==> src/rtl/mem_read_arb_pkg.sv <==
// rtl/mem_read_arb_pkg.sv - requester ids and datapath widths shared by mem_read_arb
package mem_read_arb_pkg;

  // Requester ids carried in the tag pipe
  localparam logic FETCH = 1'b0;
  localparam logic LOAD  = 1'b1;

  // Doubleword address [63:3] and read data widths
  localparam int ADDR_W = 61;
  localparam int DATA_W = 64;

endpackage

==> src/rtl/mem_tag_pipe.sv <==
// rtl/mem_tag_pipe.sv - fixed-depth {valid,id} tag pipe tracking reads in flight to memory
module mem_tag_pipe
  import mem_read_arb_pkg::*;
#(
  parameter int LATENCY = 2
) (
  input  logic clk,
  input  logic rst,
  input  logic i_push,
  input  logic i_id,
  input  logic i_flush_fetch,
  output logic o_exit_valid,
  output logic o_exit_id,
  output logic o_any_valid
);

  logic [LATENCY-1:0] r_valid;
  logic [LATENCY-1:0] r_id;
  logic [LATENCY-1:0] w_live;

  // A fetch tag is dead the moment a flush is seen, including the stage exiting now
  always_comb begin
    w_live = '0;
    for (int i = 0; i < LATENCY; i++) begin
      w_live[i] = r_valid[i] & ~(i_flush_fetch & (r_id[i] == FETCH));
    end
  end

  // Shift surviving tags one stage per cycle; an empty cycle inserts an invalid tag
  always_ff @(posedge clk) begin
    if (rst) begin
      r_valid <= '0;
      r_id    <= '0;
    end else begin
      r_valid[0] <= i_push & ~(i_flush_fetch & (i_id == FETCH));
      r_id[0]    <= i_id;
      for (int i = 1; i < LATENCY; i++) begin
        r_valid[i] <= w_live[i-1];
        r_id[i]    <= r_id[i-1];
      end
    end
  end

  assign o_exit_valid = w_live[LATENCY-1];
  assign o_exit_id    = r_id[LATENCY-1];
  assign o_any_valid  = |w_live;

endmodule

==> src/rtl/mem_read_arb.sv <==
// rtl/mem_read_arb.sv - fetch/load read arbiter on one memory read port; MEM_READ_ARB_RR_EN selects round-robin
module mem_read_arb
  import mem_read_arb_pkg::*;
#(
  parameter int LATENCY = 2
) (
  input  logic              clk,
  input  logic              rst,
  input  logic              fetchReqValid,
  input  logic [ADDR_W-1:0] fetchReqAddr,
  output logic              fetchReqReady,
  input  logic              fetchFlush,
  output logic              fetchRspValid,
  output logic [DATA_W-1:0] fetchRspData,
  input  logic              loadReqValid,
  input  logic [ADDR_W-1:0] loadReqAddr,
  output logic              loadReqReady,
  output logic              loadRspValid,
  output logic [DATA_W-1:0] loadRspData,
  output logic              memReadEn,
  output logic [ADDR_W-1:0] memReadAddr,
  input  logic [DATA_W-1:0] memReadData,
  output logic              idle
);

  logic              w_fetch_req;
  logic              w_load_req;
  logic              w_grant_fetch;
  logic              w_grant_load;
  logic              w_exit_valid;
  logic              w_exit_id;
  logic              w_any_valid;
  logic              r_fetch_rsp_valid;
  logic              r_load_rsp_valid;
  logic [DATA_W-1:0] r_fetch_rsp_data;
  logic [DATA_W-1:0] r_load_rsp_data;

  // A flushing fetch never competes; nothing competes while in reset
  assign w_fetch_req = fetchReqValid & ~fetchFlush & ~rst;
  assign w_load_req  = loadReqValid & ~rst;

`ifdef MEM_READ_ARB_RR_EN
  logic r_rr_ptr;

  // Contention goes to the requester named by the pointer; a lone requester always wins
  always_comb begin
    w_grant_fetch = 1'b0;
    w_grant_load  = 1'b0;
    if (w_fetch_req && w_load_req) begin
      w_grant_load  = (r_rr_ptr == LOAD);
      w_grant_fetch = (r_rr_ptr == FETCH);
    end else begin
      w_grant_fetch = w_fetch_req;
      w_grant_load  = w_load_req;
    end
  end

  // Pointer prefers the requester that was not just served; holds when idle
  always_ff @(posedge clk) begin
    if (rst) begin
      r_rr_ptr <= FETCH;
    end else if (w_grant_fetch) begin
      r_rr_ptr <= LOAD;
    end else if (w_grant_load) begin
      r_rr_ptr <= FETCH;
    end
  end
`else
  // Fixed priority: load beats fetch
  always_comb begin
    w_grant_load  = w_load_req;
    w_grant_fetch = w_fetch_req & ~w_load_req;
  end
`endif

  // Memory port and readies follow the grant directly
  always_comb begin
    memReadEn     = w_grant_fetch | w_grant_load;
    fetchReqReady = w_grant_fetch;
    loadReqReady  = w_grant_load;
    memReadAddr   = '0;
    if (w_grant_load) begin
      memReadAddr = loadReqAddr;
    end else if (w_grant_fetch) begin
      memReadAddr = fetchReqAddr;
    end
  end

  mem_tag_pipe #(
    .LATENCY (LATENCY)
  ) u_tag_pipe (
    .clk           (clk),
    .rst           (rst),
    .i_push        (memReadEn),
    .i_id          (w_grant_load ? LOAD : FETCH),
    .i_flush_fetch (fetchFlush),
    .o_exit_valid  (w_exit_valid),
    .o_exit_id     (w_exit_id),
    .o_any_valid   (w_any_valid)
  );

  // Capture returning data for the tag's owner; valid pulses one cycle, data holds
  always_ff @(posedge clk) begin
    if (rst) begin
      r_fetch_rsp_valid <= 1'b0;
      r_load_rsp_valid  <= 1'b0;
      r_fetch_rsp_data  <= '0;
      r_load_rsp_data   <= '0;
    end else begin
      r_fetch_rsp_valid <= w_exit_valid && (w_exit_id == FETCH);
      r_load_rsp_valid  <= w_exit_valid && (w_exit_id == LOAD);
      if (w_exit_valid && (w_exit_id == FETCH)) begin
        r_fetch_rsp_data <= memReadData;
      end
      if (w_exit_valid && (w_exit_id == LOAD)) begin
        r_load_rsp_data <= memReadData;
      end
    end
  end

  // Outputs read as reset values for the whole time rst is high
  assign fetchRspValid = r_fetch_rsp_valid & ~rst;
  assign loadRspValid  = r_load_rsp_valid & ~rst;
  assign fetchRspData  = rst ? '0 : r_fetch_rsp_data;
  assign loadRspData   = rst ? '0 : r_load_rsp_data;
  assign idle          = rst | ~(w_any_valid | r_fetch_rsp_valid | r_load_rsp_valid);

endmodule
==> config.mk <==
export PLATFORM = sky130hd
export DESIGN_NAME = mem_read_arb
export DESIGN_NICKNAME = d
export VERILOG_FILES = /design/src/rtl/mem_read_arb_pkg.sv /design/src/rtl/mem_tag_pipe.sv /design/src/rtl/mem_read_arb.sv
export SDC_FILE = /design/constraint.sdc
export NUM_CORES = 1
export LEC_CHECK = 0
export BUFFER_PORTS_ARGS = -buffer_cell sky130_fd_sc_hd__buf_2
export CAP_MARGIN = 10
export CELL_PAD_IN_SITES_DETAIL_PLACEMENT = 1
export CELL_PAD_IN_SITES_GLOBAL_PLACEMENT = 1
export CORE_MARGIN = 3
export CORE_UTILIZATION = 27
export DETAILED_ROUTE_END_ITERATION = 7
export GPL_TIMING_DRIVEN = 1
export HOLD_SLACK_MARGIN = 0.03
export PLACE_DENSITY = 0.86
export SYNTH_ARGS = -nofsm -noshare
export SYNTH_HDL_FRONTEND = slang
export SYNTH_SLANG_ARGS = --single-unit
==> constraint.sdc <==
create_clock -name clk -period 1.4 [get_ports clk]
set_clock_uncertainty 0.1 [all_clocks]
set_input_delay 0.14 -clock clk [delete_from_list [all_inputs] [get_ports clk]]
set_output_delay 0.14 -clock clk [all_outputs]
set_load 0.03 [all_outputs]
==> summary.md <==
| Metric | Value |
|---|---|
| Global-route met3 utilization | `8.07%` |
| Total gr overflow | `0` |
| Hold Startpoint | `fetchFlush` |
| Worst Hold Path EP | `u_tag_pipe.r_valid[1]$_SDFF_PP0_` |
| Clock-pin slew on the worst setup and hold paths | `around 0.060 ns` |
| Core box area | `21200 um^2` |
| Die height | `153 um` |
| Max-slew violation count | `0` |
| Most common cell after layout, fill and taps aside | `buf_2` |
| Status | `finished with violations` |
| First-iteration detailed-routing DRC count | `approximately 300` |
| CP Class | `input pin to primary output` |
| Power per cell area | `958 nW/um^2` |
| Met2 usage | `between 40% and 50%` |
| DIE AREA | `23400 um^2` |
| R2r worst-path depth | `6` |
| Layout Nets | `1255` |
| RSZ-0062 raised after global routing | `true` |
| GR peak layer | `met2` |
| CTS tree | `built` |
| Setup ws final | `-0.180 ns` |
| Hold crit path type | `input pin to flop` |
| Arr. time, crit path | `between 1 and 1.5 ns` |
| CTS H-tree lvls | `4` |
| Area grow syn2layout | `90.4%` |
| Wirelength, routed | `32.7 mm` |
| Syn_area_per_cell | `9.86 um^2` |
| Root buffer cell | `clkbuf_16` |
| CTS Buf Count | `17` |
| Setup violators final | `approximately 130` |
| Most frequent cells in the layout | `buf_2 (249), dfxtp_1 (132), buf_6 (86), nand2b_1 (67)` |
| Violated checks | `negative setup slack` |
| Initial antenna violation count | `1` |
| Area of the mapped netlist | `5840 um^2` |
| Io pins | `386` |
| Routability cong. | `0.876` |
| Netlist cell types | `21` |
| Hold_ws | `around 0.11 ns` |
| Final core utilization | `52.6%` |
| Layout cell share with drive strength beyond 1 | `53.2%` |
| Detailed Place HPWL | `17.4 mm` |
| Hold path cells | `4` |
| Worst-path maximum fanout | `8` |
| DRC errors left | `0` |
| Via count | `between 6000 and 7000` |
| Register bit count reported by yosys | `134` |
| Routed WL per cell | `24.1 um` |
| Period utilization | `113%` |
| Met1 Track Usage GR | `a little over a quarter` |
| Post-synthesis cell count | `592` |
| Drt pass-1 iters | `4` |
| Hold Fails Final Rpt | `0` |
| Worst skew pair latency | `0.41 ns` |
| Post-synth top area share | `45.9%` |
| R2R Path End | `r_fetch_rsp_data[50]$_SDFFE_PP0P_` |
| Area contributors post-synth | `dfxtp_1 (46%), a2bb2oi_1 (9.6%), o22a_1 (9.6%)` |
| RR Startpoint | `u_tag_pipe.r_id[1]$_SDFF_PP0_` |
| CP Data Required Time | `1.16 ns` |
| Antenna viol nets, final | `0` |
| Vias in the first global route | `between 7000 and 8000` |
| Worst slew pin tran | `0.367 ns` |
| Syn Nets | `783` |
| Slew HR | `between 70% and 80%` |
| Vias per std cell | `5.03` |
| Peak supply drop | `0.792 mV` |
| Max frequency | `633 MHz` |
| # clock sinks | `134` |
| Crit end category | `primary output` |
| Yosys warning total | `0` |
| Design Area, Final | `11100 um^2` |
| Core Rows | `53` |
| Largest net degree at the start of global routing | `between 50 and 60` |
| Yosys top cell by area | `dfxtp_1` |
| Register area share after synthesis | `45.9%` |
| Non-Filler Instances | `between 1000 and 1500` |
| Port Buffer Count | `385` |
| LEAKAGE | `around 5.7 nW` |
| Placed Area | `8240 um^2` |
| Die width | `153 um` |
| Worst setup SP type | `input pin` |
| Fin crit period | `1.58 ns` |
| Total power | `10.6 mW` |
| Clock Path Buffers | `2` |
| R2r setup slk | `-0.16 ns` |
| Placed Cells | `1227` |
| Initial Util | `between 20 and 30%` |
| Max cap viols | `0` |
| First-pass GRT wire length | `43.1 mm` |
| Total track usage | `23.3%` |
==> power by group <==
group / switching, mW / internal (mW) / total (mW)
clock network: 1.74 / 3.13 / 4.87
logic: 0.911 / 0.944 / 1.86
registers: 0.0253 / 3.90 / 3.93
total: 2.67 / 7.97 / 10.6
==> registers in the layout, indices dropped and copies added (netlist names) <==
register / count
r_fetch_rsp_data: 64
r_load_rsp_data: 64
r_load_rsp_valid: 1
u_tag_pipe.r_valid: 2
r_fetch_rsp_valid: 1
u_tag_pipe.r_id: 2
==> synth_stat cells <==
cell type  instances
dfxtp_1          134
nor4b_2            1
o21bai_1           1
inv_1             66
clkbuf_1          21
buf_2             22
o221a_2            1
o22a_1            64
nor2_1             1
nand2b_1          67
a22o_1            61
nor4b_4            1
buf_6              6
a2bb2oi_1         64
nand2_1            1
a21oi_1            2
or3b_1             1
nand3b_1           1
buf_4              5
clkbuf_2           1
nor2b_1           71
==> per-stage QoR <==
step	TNS [ns]	setup slack, ns
finish	-13.44	-0.180
global route	-21.32	-0.239
CTS	-11.75	-0.174
detailed placement	-9.24	-0.128
global placement	-5.12	-0.0830
floorplan	0	0.00292
==> worst max-delay path by stage <==
stage / slack [ns] / endpoint / startpoint
CTS: -0.17 / idle / u_tag_pipe.r_id[1]$_SDFF_PP0_
global route: -0.24 / memReadAddr[49] / fetchFlush
finish: -0.18 / memReadAddr[49] / fetchFlush
detailed placement: -0.13 / memReadAddr[26] / loadReqValid
global placement: -0.08 / memReadAddr[30] / loadReqValid
floorplan: 0.003 / memReadAddr[10] / loadReqValid
==> layout make-up <==
cell class | instances | area [um^2]
diodes | 2 | 5.00
clock buffers | 21 | 470
clock inverters | 11 | 173
fillers | 2319 | 10000
inverters | 66 | 248
multi-input cells | 337 | 3090
flip-flops and latches | 134 | 2690
well taps | 275 | 344
repair buffers | 508 | 4110
==> worst max-delay path, stage by stage <==
cell and delay (ns):
buf_8 0.10, nor4b_4 0.40, buf_6 0.23, buf_12 0.15
a22o_1 0.17, buf_6 0.14
==> routing by layer <==
layer  share of wire, %  vias up
li1                   -     3035
met1                 37     3373
met2                 53      343
met3                7.5       64
met4                2.5        0
met5                  0        -
==> cell families after synthesis <==
| logic type | share of synthesized area, % |
|---|---|
| compound gates | 28.8 |
| flops | 45.9 |
| buf+inv | 9.36 |
| simple gates | 15.9 |
==> what timing repair did <==
| item | 4_1_cts | 5_1_grt |
|---|---|---|
| setup buffers | 8 | 5 |
| endpoints found under the setup margin | 136 | 243 |
| hold buffers | 66 | 0 |
| hold endpoints to repair | 130 | 0 |
| pin swaps | 10 | 20 |
| resized for setup | 173 | 204 |
| gates cloned | 6 | 12 |
Power figures use the tool's default switching activity.
